`src/rtl/enigma_pkg.sv`:
```
// Shared types and constants for the rotor stack.
// Letter codes, stepper states and a position clamp helper.
package enigma_pkg;

    typedef logic [4:0] letter_t;

    localparam int NUM_LETTERS = 26;

    localparam letter_t L_A = 5'd0;
    localparam letter_t L_B = 5'd1;
    localparam letter_t L_C = 5'd2;
    localparam letter_t L_D = 5'd3;
    localparam letter_t L_E = 5'd4;
    localparam letter_t L_F = 5'd5;
    localparam letter_t L_G = 5'd6;
    localparam letter_t L_H = 5'd7;
    localparam letter_t L_I = 5'd8;
    localparam letter_t L_J = 5'd9;
    localparam letter_t L_K = 5'd10;
    localparam letter_t L_L = 5'd11;
    localparam letter_t L_M = 5'd12;
    localparam letter_t L_N = 5'd13;
    localparam letter_t L_O = 5'd14;
    localparam letter_t L_P = 5'd15;
    localparam letter_t L_Q = 5'd16;
    localparam letter_t L_R = 5'd17;
    localparam letter_t L_S = 5'd18;
    localparam letter_t L_T = 5'd19;
    localparam letter_t L_U = 5'd20;
    localparam letter_t L_V = 5'd21;
    localparam letter_t L_W = 5'd22;
    localparam letter_t L_X = 5'd23;
    localparam letter_t L_Y = 5'd24;
    localparam letter_t L_Z = 5'd25;

    typedef enum logic [1:0] {
        ST_IDLE,
        ST_STEP,
        ST_SETTLE,
        ST_PRESENT
    } step_state_t;

    // Codes outside A..Z collapse to A.
    function automatic letter_t clamp_letter(input letter_t x);
        return (x > L_Z) ? L_A : x;
    endfunction

endpackage

```
`src/rtl/mod26_inc.sv`:
```
// Rotor position increment modulo 26.
// Z wraps to A; any out-of-range code also lands on A.
module mod26_inc
    import enigma_pkg::*;
(
    input  letter_t a,
    output letter_t y
);

    assign y = (a >= L_Z) ? L_A : a + 5'd1;

endmodule

```
`src/rtl/rotor_stepper.sv`:
```
// Keypress front end: Enigma rotor stepping with double step,
// then presents the letter one-hot to the rotor chain.
module rotor_stepper
    import enigma_pkg::*;
#(
    parameter letter_t NOTCH_R = 5'd16,
    parameter letter_t NOTCH_M = 5'd4,
    parameter letter_t NOTCH_L = 5'd21
) (
    input  logic        clock,
    input  logic        resetn,
    input  logic        key_valid,
    input  logic [4:0]  key_letter,
    output logic        key_ready,
    input  logic        load,
    input  logic [14:0] load_pos,
    output logic [4:0]  pos_r,
    output logic [4:0]  pos_m,
    output logic [4:0]  pos_l,
    output logic        rotate_r,
    output logic        rotate_m,
    output logic        rotate_l,
    output logic [25:0] letter_onehot,
    output logic        letter_valid,
    input  logic        letter_ready,
    output logic        bad_key,
    output logic        at_notch_l
);

    step_state_t state_q, state_d;
    letter_t     pos_r_q, pos_r_d;
    letter_t     pos_m_q, pos_m_d;
    letter_t     pos_l_q, pos_l_d;
    letter_t     letter_q, letter_d;
    logic        rot_r_q, rot_r_d;
    logic        rot_m_q, rot_m_d;
    logic        rot_l_q, rot_l_d;
    logic        valid_q, valid_d;
    logic [25:0] onehot_q, onehot_d;
    logic        bad_q, bad_d;
    letter_t     inc_r, inc_m, inc_l;

    mod26_inc u_inc_r (.a(pos_r_q), .y(inc_r));
    mod26_inc u_inc_m (.a(pos_m_q), .y(inc_m));
    mod26_inc u_inc_l (.a(pos_l_q), .y(inc_l));

    // Step decisions are taken at accept time from the pre-step
    // positions, so the rotate pulses line up with the STEP cycle.
    always_comb begin
        state_d  = state_q;
        pos_r_d  = pos_r_q;
        pos_m_d  = pos_m_q;
        pos_l_d  = pos_l_q;
        letter_d = letter_q;
        rot_r_d  = 1'b0;
        rot_m_d  = 1'b0;
        rot_l_d  = 1'b0;
        valid_d  = 1'b0;
        onehot_d = '0;
        bad_d    = 1'b0;
        unique case (state_q)
            ST_IDLE: begin
                if (load) begin
                    pos_l_d = clamp_letter(load_pos[14:10]);
                    pos_m_d = clamp_letter(load_pos[9:5]);
                    pos_r_d = clamp_letter(load_pos[4:0]);
                end else if (key_valid) begin
                    if (key_letter <= L_Z) begin
                        letter_d = key_letter;
                        rot_r_d  = 1'b1;
                        rot_m_d  = (pos_r_q == NOTCH_R)
                                 || (pos_m_q == NOTCH_M);
                        rot_l_d  = (pos_m_q == NOTCH_M);
                        state_d  = ST_STEP;
                    end else begin
                        bad_d = 1'b1;
                    end
                end
            end
            ST_STEP: begin
                if (rot_r_q) pos_r_d = inc_r;
                if (rot_m_q) pos_m_d = inc_m;
                if (rot_l_q) pos_l_d = inc_l;
                state_d = ST_SETTLE;
            end
            ST_SETTLE: begin
                valid_d  = 1'b1;
                onehot_d = 26'd1 << letter_q;
                state_d  = ST_PRESENT;
            end
            ST_PRESENT: begin
                if (letter_ready) begin
                    state_d = ST_IDLE;
                end else begin
                    valid_d  = 1'b1;
                    onehot_d = onehot_q;
                end
            end
        endcase
    end

    // State, positions and all registered outputs.
    always_ff @(posedge clock or negedge resetn) begin
        if (!resetn) begin
            state_q  <= ST_IDLE;
            pos_r_q  <= L_A;
            pos_m_q  <= L_A;
            pos_l_q  <= L_A;
            letter_q <= L_A;
            rot_r_q  <= 1'b0;
            rot_m_q  <= 1'b0;
            rot_l_q  <= 1'b0;
            valid_q  <= 1'b0;
            onehot_q <= '0;
            bad_q    <= 1'b0;
        end else begin
            state_q  <= state_d;
            pos_r_q  <= pos_r_d;
            pos_m_q  <= pos_m_d;
            pos_l_q  <= pos_l_d;
            letter_q <= letter_d;
            rot_r_q  <= rot_r_d;
            rot_m_q  <= rot_m_d;
            rot_l_q  <= rot_l_d;
            valid_q  <= valid_d;
            onehot_q <= onehot_d;
            bad_q    <= bad_d;
        end
    end

    assign key_ready     = (state_q == ST_IDLE);
    assign at_notch_l    = (pos_l_q == NOTCH_L);
    assign pos_r         = pos_r_q;
    assign pos_m         = pos_m_q;
    assign pos_l         = pos_l_q;
    assign rotate_r      = rot_r_q;
    assign rotate_m      = rot_m_q;
    assign rotate_l      = rot_l_q;
    assign letter_valid  = valid_q;
    assign letter_onehot = onehot_q;
    assign bad_key       = bad_q;

endmodule

```
`config.mk`:
```
export PLATFORM = sky130hd
export DESIGN_NAME = rotor_stepper
export DESIGN_NICKNAME = d
export VERILOG_FILES = /design/src/rtl/enigma_pkg.sv /design/src/rtl/mod26_inc.sv /design/src/rtl/rotor_stepper.sv
export SDC_FILE = /design/constraint.sdc
export NUM_CORES = 1
export LEC_CHECK = 0
export ABC_AREA = 1
export BUFFER_PORTS_ARGS = -buffer_cell sky130_fd_sc_hd__buf_2
export CORE_MARGIN = 4
export CORE_UTILIZATION = 35
export DETAILED_ROUTE_END_ITERATION = 10
export PLACE_DENSITY_LB_ADDON = 0.3
export SLEW_MARGIN = 30
export SYNTH_ARGS = -nofsm -noshare
export SYNTH_HDL_FRONTEND = slang
export SYNTH_HIERARCHICAL = 1
export SYNTH_SLANG_ARGS = --single-unit
```
`constraint.sdc`:
```
create_clock -name clock -period 1.6 [get_ports clock]
set_input_delay 0.32 -clock clock [delete_from_list [all_inputs] [get_ports clock]]
set_output_delay 0.32 -clock clock [all_outputs]
set_load 0.01 [all_outputs]
```
Yosys cells after proc, flatten, opt, wreduce, memory -nomap -nowiden:

Index checks and enable logic that the tools add are counted.

* register bits after elaboration: 53
* logic and storage cells: 85
* output and inout port bits: 48
* input bits: 25

* bitwise gates (word level): 1
* reductions and logical operators: 8
* $lt $le $gt $ge: 7
* shifts and indexed selects: 1
* eq/ne operators: 14
* multiplexer cells: 40
* add/sub/neg operators: 3

Operators by type and width (count)
* two-way mux 5 bit: 12
* one-hot mux 26 bit (2 select lines): 1
* one-hot mux 5 bit (2 select lines): 3
* two-way mux 26 bit: 1
* left shift 1 x 5 -> 26 bit (first input constant): 1
* two-way mux 1 bit: 17
* adder 5 x 1 -> 5 bit (second input constant): 3
* greater-or-equal comparator 5 bit (second input constant): 3
* greater-than comparator 5 bit (second input constant): 3
* != test 2 bit (second input constant): 6
* == test 5 bit (second input constant): 2
* AND reduction 3 bit: 3
* two-way mux 2 bit: 4
* one-hot mux 2 bit (4 select lines): 1
* AND reduction 4 bit: 2
* == test 5 x 3 -> 1 bit (second input constant): 1
* <= comparator 5 bit (second input constant): 1
* == test 2 bit (second input constant): 2
* != test 2 x 1 -> 1 bit (second input constant): 2
* == test 2 x 1 -> 1 bit (second input constant): 1
* zero test 2 bit: 1
* one-hot mux 1 bit (2 select lines): 1
* nonzero test 2 bit: 1
* logical OR 1 bit: 1
* NOT 1 bit: 1

Longest topological paths before layout:

Gate-level depths: netlist of run 1.

* depth after elaboration: 6
* gate-level depth with buffers: 11
* gate-level depth less buffers: 11

Cells and area by module:

Netlist of run 1, hierarchy kept.

Modules (own cells, without submodules)
* rotor_stepper: times used 1, area each 2705.1 um^2, cells each 350, sequential area each 1326.3 um^2
* mod26_inc: times used 3, area each 132.6 um^2, cells each 24, sequential area each 0.0 um^2

Worst setup path before layout of run 1:

Ideal clock, no wire load.

* path kind: register to register
* start: reg state_q[0]
* end: reg pos_m_q[2] (netlist: pos_m[2])
* data required time: 1.482 ns
* setup slack: 0.224 ns
* path buffers: 0
* library setup time: 0.118 ns
* stages on the path, launching flop included: 8
* period minus slack after synthesis: 1.376 ns
* arrival: 1.258 ns
* cell sequence: dfrtp_1 -> inv_1 -> ha_1 -> nand2_2 -> o21ai_2 -> nor2_4 -> nand2_1 -> o21ai_2

* cells in the longest elaborated chain, start to end: 3
* elaborated cells between the ends (all ways): 7
* those cells by class: eq/ne (3); mux (1); reduce/logical (3)

RTL lines
* from (decl): RTL line rotor_stepper.sv:30 `step_state_t state_q, state_d;`
* from (signal assigned): RTL line rotor_stepper.sv:117 `state_q <= state_d;`
* zero test 2 bit *
* via key_ready: RTL line rotor_stepper.sv:14 `output logic key_ready,`
* != test 2 x 1 -> 1 bit (no source line) or nonzero test 2 bit (tied branches)
* AND reduction 3 bit (no source line)
* to (signal assigned): RTL line rotor_stepper.sv:119 `pos_m_q <= pos_m_d;`
* to (decl): RTL line rotor_stepper.sv:32 `letter_t pos_m_q, pos_m_d;`

Mark *: on every way through the listed nets, which the timed path passes. The rest lies on a longest branch.
A chain may end at the register's enable or synchronous reset.

Worst setup path in the final report of run 1:

* start: reg pos_l_q[3] (netlist: pos_l[3])
* end: out at_notch_l

* cells in the longest elaborated chain, start to end: 1

RTL lines
* from (decl): RTL line rotor_stepper.sv:33 `letter_t pos_l_q, pos_l_d;`
* from (signal assigned): RTL line rotor_stepper.sv:120 `pos_l_q <= pos_l_d;`
* == test 5 bit: RTL line rotor_stepper.sv:132 `assign at_notch_l = (pos_l_q == NOTCH_L);`
* to (decl): RTL line rotor_stepper.sv:27 `output logic at_notch_l`

Every way passes these cells.

==> reports/metrics.cfg, run 1 <==
[outcome]
status = completed

[die]
row_count = 34
core_sq_mm = 0.00868
die_h_um = 102
io_pins = 73
start_util = 0.358
die_w_um = 102
die-area_sq_mm = 0.0104

[yosys]
yosys-top-cells-area = dfrtp_1 (43%), nand2_1 (20%), inv_1 (6.2%), ha_1 (4.0%), o21ai_0 (3.4%)
synth_top_cell_by_area = dfrtp_1
synthMuxAreaShare = 0
ys_warn_count = 6
synth_cell_type_count = 25
yosysTopAreaCellShare = 0.427
synth-compound-area-share = 0.0617
yosysSeqAreaShare = 0.427
synth-adder-area-share = 0.0403
synth_top_family_by_area = simple AND/OR/NAND/NOR gates
synth_xor_area_frac = 0.00847
syn_nets = 457
syn_inst = 422
avgSynthCellArea_sq_um = 7.35
synth-seq-cells = 53
synth.cell_area_sq_mm = 0.00310
yosys.area_share.simple = 0.367

[clock_tree]
h-tree-depth = 2
clk_latency_ps = 310
clock_sinks = 53
tritoncts = built
clock-root-buffer = clkbuf_8
clockBufferDepth = 2
clkTransAtPathRegs_ps = 110
cts_made_buffers = 5

[place]
placed_area_sq_mm = 0.00357
dp_cells = 596
dp_hpwl_um = 5570
gp_congestion = 0.798
io_buffers = 72

[flow_run]
cap_violations = 0

[setup_path]
critPathKind = reg -> out
critPathCaptureType = output pin
rr_startpoint = state_q[0]
critPathArrivalTime_ps = 1200
startpoint = pos_l[3]
start_kind = flop
crit_required_ps = 1280
path_max_fanout = 6
r2r_setup_slack_ps = 80

[sta]
setup_viol = 0
worstMarginPinSlew_ps = 389
clock-skew-final_ps = 15.5
finalCritPeriodShare = 0.950
hold_violations = 0
achievable-frequency_mhz = 658
fin_setup_tns_ps = 0
slew_headroom = 0.741
slew_viol_final = 0
fin_crit_ps = 1520

[grt]
grt_antenna_before_repair = 0
gr-usage-all-layers = 0.147
grt_pass1_vias = 2751
grt_max_degree = 54
overflow = 0
grt_first_pass_wirelength_um = 12500

[final_layout]
finish.utilization = 0.436
fin_cells = 611
drive_above_1_share = 0.270
fill_cells = 890
nets = 537
final_area_sq_mm = 0.00379
n_antenna_cell = 0
final_cell_mix = nand2_1 (167), buf_2 (72), inv_1 (50), dfrtp_1 (50), nor2_1 (27)
layout_commonest_cell = nand2_1
area_delta_synth_final_pct = 22.1

[detailed_routing]
wl_per_cell_um = 12.5
drcViolationCount = 0
first_iter_violations = 56
dr_total_vias = 2813
firstDrtPassIters = 4
antenna_violating_nets_post_route = 0
vias_per_cell = 4.60
routed_wl_um = 7610

[pwr]
peakVddDrop_uv = 491
p_leak_uw = 0.00217
powerDensity_mw_per_mm2 = 1630

[worst_hold_path]
hp-class = in -> reg
hp-start = key_letter[0]

[synthesized netlist by cell type (all sizes together)]
| cell type | n |
|---|---|
| ha | 10 |
| nor3 | 1 |
| nand2 | 173 |
| o21bai | 3 |
| xnor2 | 3 |
| inv | 56 |
| nor2 | 48 |
| nand4 | 13 |
| nor4 | 1 |
| nand3 | 21 |
| dfrtp | 53 |
| buf | 10 |
| a21oi | 2 |
| o21ai | 28 |
[report_power, final]
group / internal, uW / leakage (uW) / total [uW] / switching (uW)
registers: 1660 / 0.000703 / 2130 / 470
logic: 1270 / 0.00142 / 3250 / 1970
clock network: 320 / 0.0000452 / 794 / 474
[final cells by class]
class | count | area [sq um] | area share
clock inverters | 3 | 25.0 | 0.00661
inverters | 56 | 215 | 0.0568
repair buffers | 82 | 475 | 0.126
well taps | 108 | 135 | 0.0357
flip-flops and latches | 53 | 1330 | 0.351
clock buffers | 5 | 68.8 | 0.0182
multi-input cells | 304 | 1540 | 0.406
[sequential cells by signal, indices dropped and copies added, names as in the netlist]
| register | cells |
|---|---|
| letter_onehot | 26 |
| letter_q | 5 |
| pos_r | 5 |
| rotate_l | 1 |
| pos_m | 5 |
| rotate_r | 1 |
| letter_valid | 1 |
| bad_key | 1 |
| state_q | 2 |
| pos_l | 5 |
| rotate_m | 1 |
[cell families (layout without fill, tap and decap cells)]
logic type / count (synthesis) / count (layout)
adder cells (fa/ha/maj): 10 / 10
AO/OA/AOI/OAI: 33 / 33
AND/OR/NAND/NOR: 257 / 258
XOR/XNOR: 3 / 3
flip-flops: 53 / 53
buffers and inverters: 66 / 146
[what timing repair did]
action / 4_1_cts / 5_1_grt
cloned: 0 / 1
pin swaps: 0 / 2
setup buffers: 1 / 4
resized for setup: 3 / 9
hold buffers: 1 / 0
setup endpoints to repair: 2 / 43
hold endpoints to repair: 19 / 0
[worst max-delay path, stage by stage (launching register included)]
cell,delay [ps]
dfrtp_1,470
nor4_2,270
buf_2,170
[per-stage QoR]
step	total power (uW)	worst slack, ps	hold WS [ps]
floorplan	4380	224	24.4
global placement	5130	68.9	339
detailed placement	5180	29.7	339
CTS	6030	2.63	196
global route	6750	-7.87	207
finish	6170	79.4	203
[worst paths after layout]
check                                     to  depth (start not counted)
max                               at_notch_l                          2
max reg2reg                letter_onehot[11]                          7
max in group asynchronous  letter_onehot[15]                          3
min in group asynchronous  letter_onehot[16]                          3
min reg2reg                letter_onehot[22]                          2
min                              letter_q[0]                          3
[routing by layer]
metal  share of wire  GRT usage
met5               0          0
met1            0.46      0.202
met3           0.062     0.0328
met4          0.0081     0.0343
met2            0.46      0.237
Power figures use the tool's default switching activity.
==> run 2: changes to the inputs <==
Settings changed: MAX_ROUTING_LAYER set to met4.
==> run 2 against run 1 <==
Wire length up 0.29%. First-iteration DRC count down 1.8%. Hold slack about the same. Die area unchanged. Critical path type unchanged.
==> reports/metrics.cfg, run 2 (synthesized netlist as in run 1, its figures left out) <==
[clock_tree]
tritoncts = built
clk_latency_ps = 310
cts_made_buffers = 5
h-tree-depth = 2
clkTransAtPathRegs_ps = 110
clockBufferDepth = 2
clock_sinks = 53
clock-root-buffer = clkbuf_8

[die]
row_count = 34
die_w_um = 102
die_h_um = 102
die-area_sq_mm = 0.0104
io_pins = 73
start_util = 0.358
core_sq_mm = 0.00868

[setup_path]
startpoint = pos_l[3]
crit_required_ps = 1280
worstRegToRegCells = 7
slowest_delay_ps = 470
cp_top_family = flip-flops
critPathCaptureType = output pin
crit_buf_inv = 1
crit_chain = nor4_2 > buf_2
path_max_fanout = 6
endpoint = at_notch_l
start_kind = flop
r2r_setup_slack_ps = 80
critPathArrivalTime_ps = 1200
worst-path-stages = 2
critPathSlowestCell = dfrtp_1
rr_endpoint = letter_onehot[11]
critPathKind = reg -> out
rr_startpoint = state_q[0]

[detailed_routing]
routed_wl_um = 7630
first_iter_violations = 55
antenna_violating_nets_post_route = 0
firstDrtPassIters = 4
drcViolationCount = 0
dr_total_vias = 2813
vias_per_cell = 4.60
wl_per_cell_um = 12.5

[sta]
fin_crit_ps = 1520
setup_viol = 0
worstMarginPinSlew_ps = 389
setup_slack_ps = 77.0
slew_viol_final = 0
fin_setup_tns_ps = 0
finalCritPeriodShare = 0.952
slew_headroom = 0.740
clock-skew-final_ps = 12.7
achievable-frequency_mhz = 657
hold_violations = 0

[grt]
overflow = 0
grt_antenna_before_repair = 0
grt_pass1_vias = 2762
grt_first_pass_wirelength_um = 12500
gr-usage-all-layers = 0.152
grt_max_degree = 54

[pwr]
finalPower_uw = 6170
powerDensity_mw_per_mm2 = 1630
p_leak_uw = 0.00217
peakVddDrop_uv = 491

[place]
dp_hpwl_um = 5570
dpl_worst_slack_ps = 29.7
placed_area_sq_mm = 0.00357
io_buffers = 72
gp_congestion = 0.809

[final_layout]
n_antenna_cell = 0
layout_commonest_cell = nand2_1
area_delta_synth_final_pct = 22.1
final_cell_mix = nand2_1 (167), buf_2 (72), inv_1 (50), dfrtp_1 (50), nor2_1 (27)
final_area_sq_mm = 0.00379
finish.utilization = 0.436
fill_cells = 890
largest_reg_flops = 26
drive_above_1_share = 0.270
nets = 537

[outcome]
status = completed

[worst_hold_path]
hp-class = in -> reg

[flow_run]
cap_violations = 0

==> run 2: cell counts in the layout (fill, tap and decap cells not counted) <==
No cell type changed its count.
==> run 2: report_power, final <==
part | switching (uW) | total (uW) | internal, uW
combinational | 1970 | 3240 | 1270
sequential | 469 | 2130 | 1660
clock | 472 | 792 | 320
==> run 2: routing by layer <==
layer | GRT usage | up-vias | part of all wire
met5 | - | - | 0
met4 | 0.0343 | 0 | 0.0083
met3 | 0.0294 | 5 | 0.053
met2 | 0.236 | 67 | 0.46
met1 | 0.205 | 1278 | 0.47
li1 | - | 1463 | -
==> run 2: through the flow <==
stage / hold slack, ps / instances
2_1_floorplan: 24.4 / 422
3_3_place_gp: 339 / 596
3_5_place_dp: 339 / 596
4_1_cts: 196 / 606
5_1_grt: 203 / 611
6_report: 203 / 611
==> run 2: worst min-delay path by stage <==
| stage | slack (ps) | to | depth (start not counted) | startpoint |
|---|---|---|---|---|
| after floorplan | 20 | bad_key | 0 | resetn |
| after global placement | 340 | pos_m[0] | 2 | resetn |
| after detailed placement | 340 | pos_m[0] | 2 | resetn |
| after CTS | 200 | letter_q[0] | 3 | key_letter[0] |
| after global routing | 200 | letter_q[0] | 3 | key_letter[0] |
| final | 200 | letter_q[0] | 3 | key_letter[0] |
==> run 2: final cells by class <==
type / count / area (sq um) / area share
clock buffers: 5 / 68.8 / 0.0182
clock inverters: 3 / 25.0 / 0.00661
multi-input cells: 304 / 1540 / 0.406
repair buffers: 82 / 475 / 0.126
inverters: 56 / 215 / 0.0568
flip-flops and latches: 53 / 1330 / 0.351
well taps: 108 / 135 / 0.0357
==> run 2: tightest hold or removal path, delay by kind of cell <==
kind | cells | cell delay, ps
simple gates | 2 | 90
buf+inv | 1 | 80
==> run 2: what timing repair did <==
| action | CTS | global route |
|---|---|---|
| endpoints found under the hold margin | 19 | 0 |
| gates resized for setup | 3 | 9 |
| setup buffers | 1 | 4 |
| pin swaps | 0 | 2 |
| hold buffers | 1 | 0 |
| endpoints found under the setup margin | 2 | 43 |
| gates cloned | 0 | 1 |
==> run 3: changes to the inputs <==
Settings changed: ABC_AREA 1 to unset, CORE_MARGIN 4 to unset.
==> run 3 against run 2 <==
Synthesized area decreased by 9.4%. Global-route usage increased by 2.3 points. Sequential cell count unchanged. Sequential share of layout area decreased by 0.51 points. Critical path type is now reg -> reg. Largest cell class unchanged.
==> reports/metrics.cfg, run 3 <==
[outcome]
status = completed

[final_layout]
finish.utilization = 0.497
final_cell_mix = buf_2 (71), dfrtp_1 (46), buf_4 (32)
area_delta_synth_final_pct = 37.2
drive_above_1_share = 0.468
layout_commonest_cell = buf_2
n_antenna_cell = 0
largest_reg_flops = 26
nets = 404
final_area_sq_mm = 0.00386

[setup_path]
start_kind = flop
crit_required_ps = 1800
path_max_fanout = 5
critPathKind = reg -> reg
rr_startpoint = state_q[0]
critPathCaptureType = flop
rr_endpoint = pos_r[1]
critPathArrivalTime_ps = 1800
r2r_setup_slack_ps = 0.7
worstRegToRegCells = 5

[detailed_routing]
wl_per_cell_um = 14.2
first_iter_violations = 72
vias_per_cell = 4.99
drcViolationCount = 0
antenna_violating_nets_post_route = 0
firstDrtPassIters = 4
routed_wl_um = 6700
dr_total_vias = 2354

[worst_hold_path]
hp-start = key_letter[0]
hp-class = in -> reg
min_delay_path_depth = 2
hold_end = letter_q[0]

[yosys]
synth_edf_count = 0
syn_inst = 259
ys_warn_count = 6
avgSynthCellArea_sq_um = 10.9
synth_cell_type_count = 42
yosys.area_share.simple = 0.152
synth_commonest_cells = dfrtp_1 (53), a22o_1 (24), nand2_1 (20)
yosysSeqAreaShare = 0.472
synth_ff_type = dfrtp_1
syn_nets = 294
synth-compound-area-share = 0.191
synth_xor_area_frac = 0.0187
yosysTopAreaCellShare = 0.472
synthMuxAreaShare = 0.0837
synth_top_cell_by_area = dfrtp_1
synth-async-reset-ratio = 1.00
synth.cell_area_sq_mm = 0.00281
synth_top_family_by_area = compound AO/OA/AOI/OAI gates
synth-adder-area-share = 0.0445
synth-seq-cells = 53
synth.most_common_cell = dfrtp_1
yosys-top-cells-area = dfrtp_1 (47%), a22o_1 (7.5%), mux2_2 (6.8%), ha_1 (4.5%), nand2_1 (2.7%)

[sta]
achievable-frequency_mhz = 625
setup_viol = 0
clock-skew-final_ps = 5.10
setup_slack_ps = 0.713
fin_crit_ps = 1600
slew_headroom = 0.741
fin_setup_tns_ps = 0
hold_violations = 0
finalCritPeriodShare = 1.00
worstMarginPinSlew_ps = 388
rsz0062_at_grt = yes
slew_viol_final = 0

[clock_tree]
clk_latency_ps = 310
cts_made_buffers = 5
tritoncts = built
clkTransAtPathRegs_ps = 100
clock_sinks = 53
clock-root-buffer = clkbuf_8
h-tree-depth = 2
clockBufferDepth = 2

[die]
row_count = 32
start_util = 0.362
die-area_sq_mm = 0.00840
core_sq_mm = 0.00777
io_pins = 73
die_w_um = 91.6
die_h_um = 91.6

[grt]
overflow = 0
grt-busiest-layer = met2
grtUsageMet3 = 0.0282
grt_first_pass_wirelength_um = 11400
grt_use_met2 = 0.267
grt_util_met1 = 0.242
grt_antenna_before_repair = 0
grt_pass1_vias = 2332
grt_max_degree = 32
gr-usage-all-layers = 0.175

[place]
io_buffers = 72
dp_hpwl_um = 4990
placed_area_sq_mm = 0.00354
gp_congestion = 0.815
dpl_worst_slack_ps = -11.1

[pwr]
p_leak_uw = 0.00191
powerDensity_mw_per_mm2 = 1700
peakVddDrop_uv = 454

[flow_run]
cap_violations = 0

[run 3: cell types whose count changed after synthesis, moves of 6 or more]
cell	before	now
nand2_1	167	20
inv_1	51	17
a22o_1	0	24
mux2_2	0	17
o21ai_0	21	4
nand3_1	19	3
nor2_2	16	3
nand4_1	13	2
nor2b_1	0	10
o31ai_1	0	10
nor2_1	27	18
o21a_1	0	6
[run 3: metal layers]
metal,routed length [um],vias up
li1,-,1157
met1,3290,1150
met2,3130,39
met3,187,8
met4,91,0
met5,0,-
[run 3: cell type report]
type / count / area, sq um
clock buffer: 5 / 68.8
clock inverter: 3 / 22.5
fill: 757 / 3910
inverter: 18 / 67.6
multi-input combinational: 180 / 1530
sequential: 53 / 1340
tap: 102 / 128
timing repair buffer: 111 / 702
[run 3: critical path, stage by stage (launching register included)]
cell and delay (ps):
dfrtp_2 420, inv_2 70, ha_4 180, mux2i_4 220, a21oi_4 250, mux2_2 360
[run 3: what timing repair did]
action                                 4_1_cts  5_1_grt
setup endpoints to repair                   24       47
gates resized for setup                     11       34
pin swaps                                    1        9
endpoints found under the hold margin       12        0
hold buffers                                 1        0
buffers inserted                             1        6
[run 3: stage by stage]
stage / hold WS, ps / cells / power [uW]
floorplan: 24.4 / 259 / 4040
global placement: 334 / 457 / 5230
detailed placement: 338 / 457 / 5290
CTS: 223 / 467 / 6220
global route: 227 / 472 / 7070
finish: 238 / 472 / 6560
[run 3: how the worst max path moves through the flow]
stage,depth (start not counted),start,endpoint
2_1_floorplan,6,state_q[0],letter_q[0]
3_3_place_gp,5,state_q[0],pos_l[2]
3_5_place_dp,6,state_q[0],letter_onehot[12]
4_1_cts,5,state_q[0],pos_m[1]
5_1_grt,6,state_q[0],letter_onehot[15]
6_report,5,state_q[0],pos_r[1]
[run 3: logic make-up (layout without fill, tap and decap cells)]
kind of cell / Yosys count / in the layout
muxes: 20 / 20
DFF: 53 / 53
adders and majority gates: 10 / 10
AOI/OAI and AO/OA: 64 / 64
and+or+nand+nor: 80 / 80
buffers and inverters: 26 / 137
xor gates and xnor gates: 6 / 6
[run 3: power breakdown]
group	internal [uW]	switching, uW
logic	1980	1690
registers	1680	446
clock network	311	451
total	3970	2590
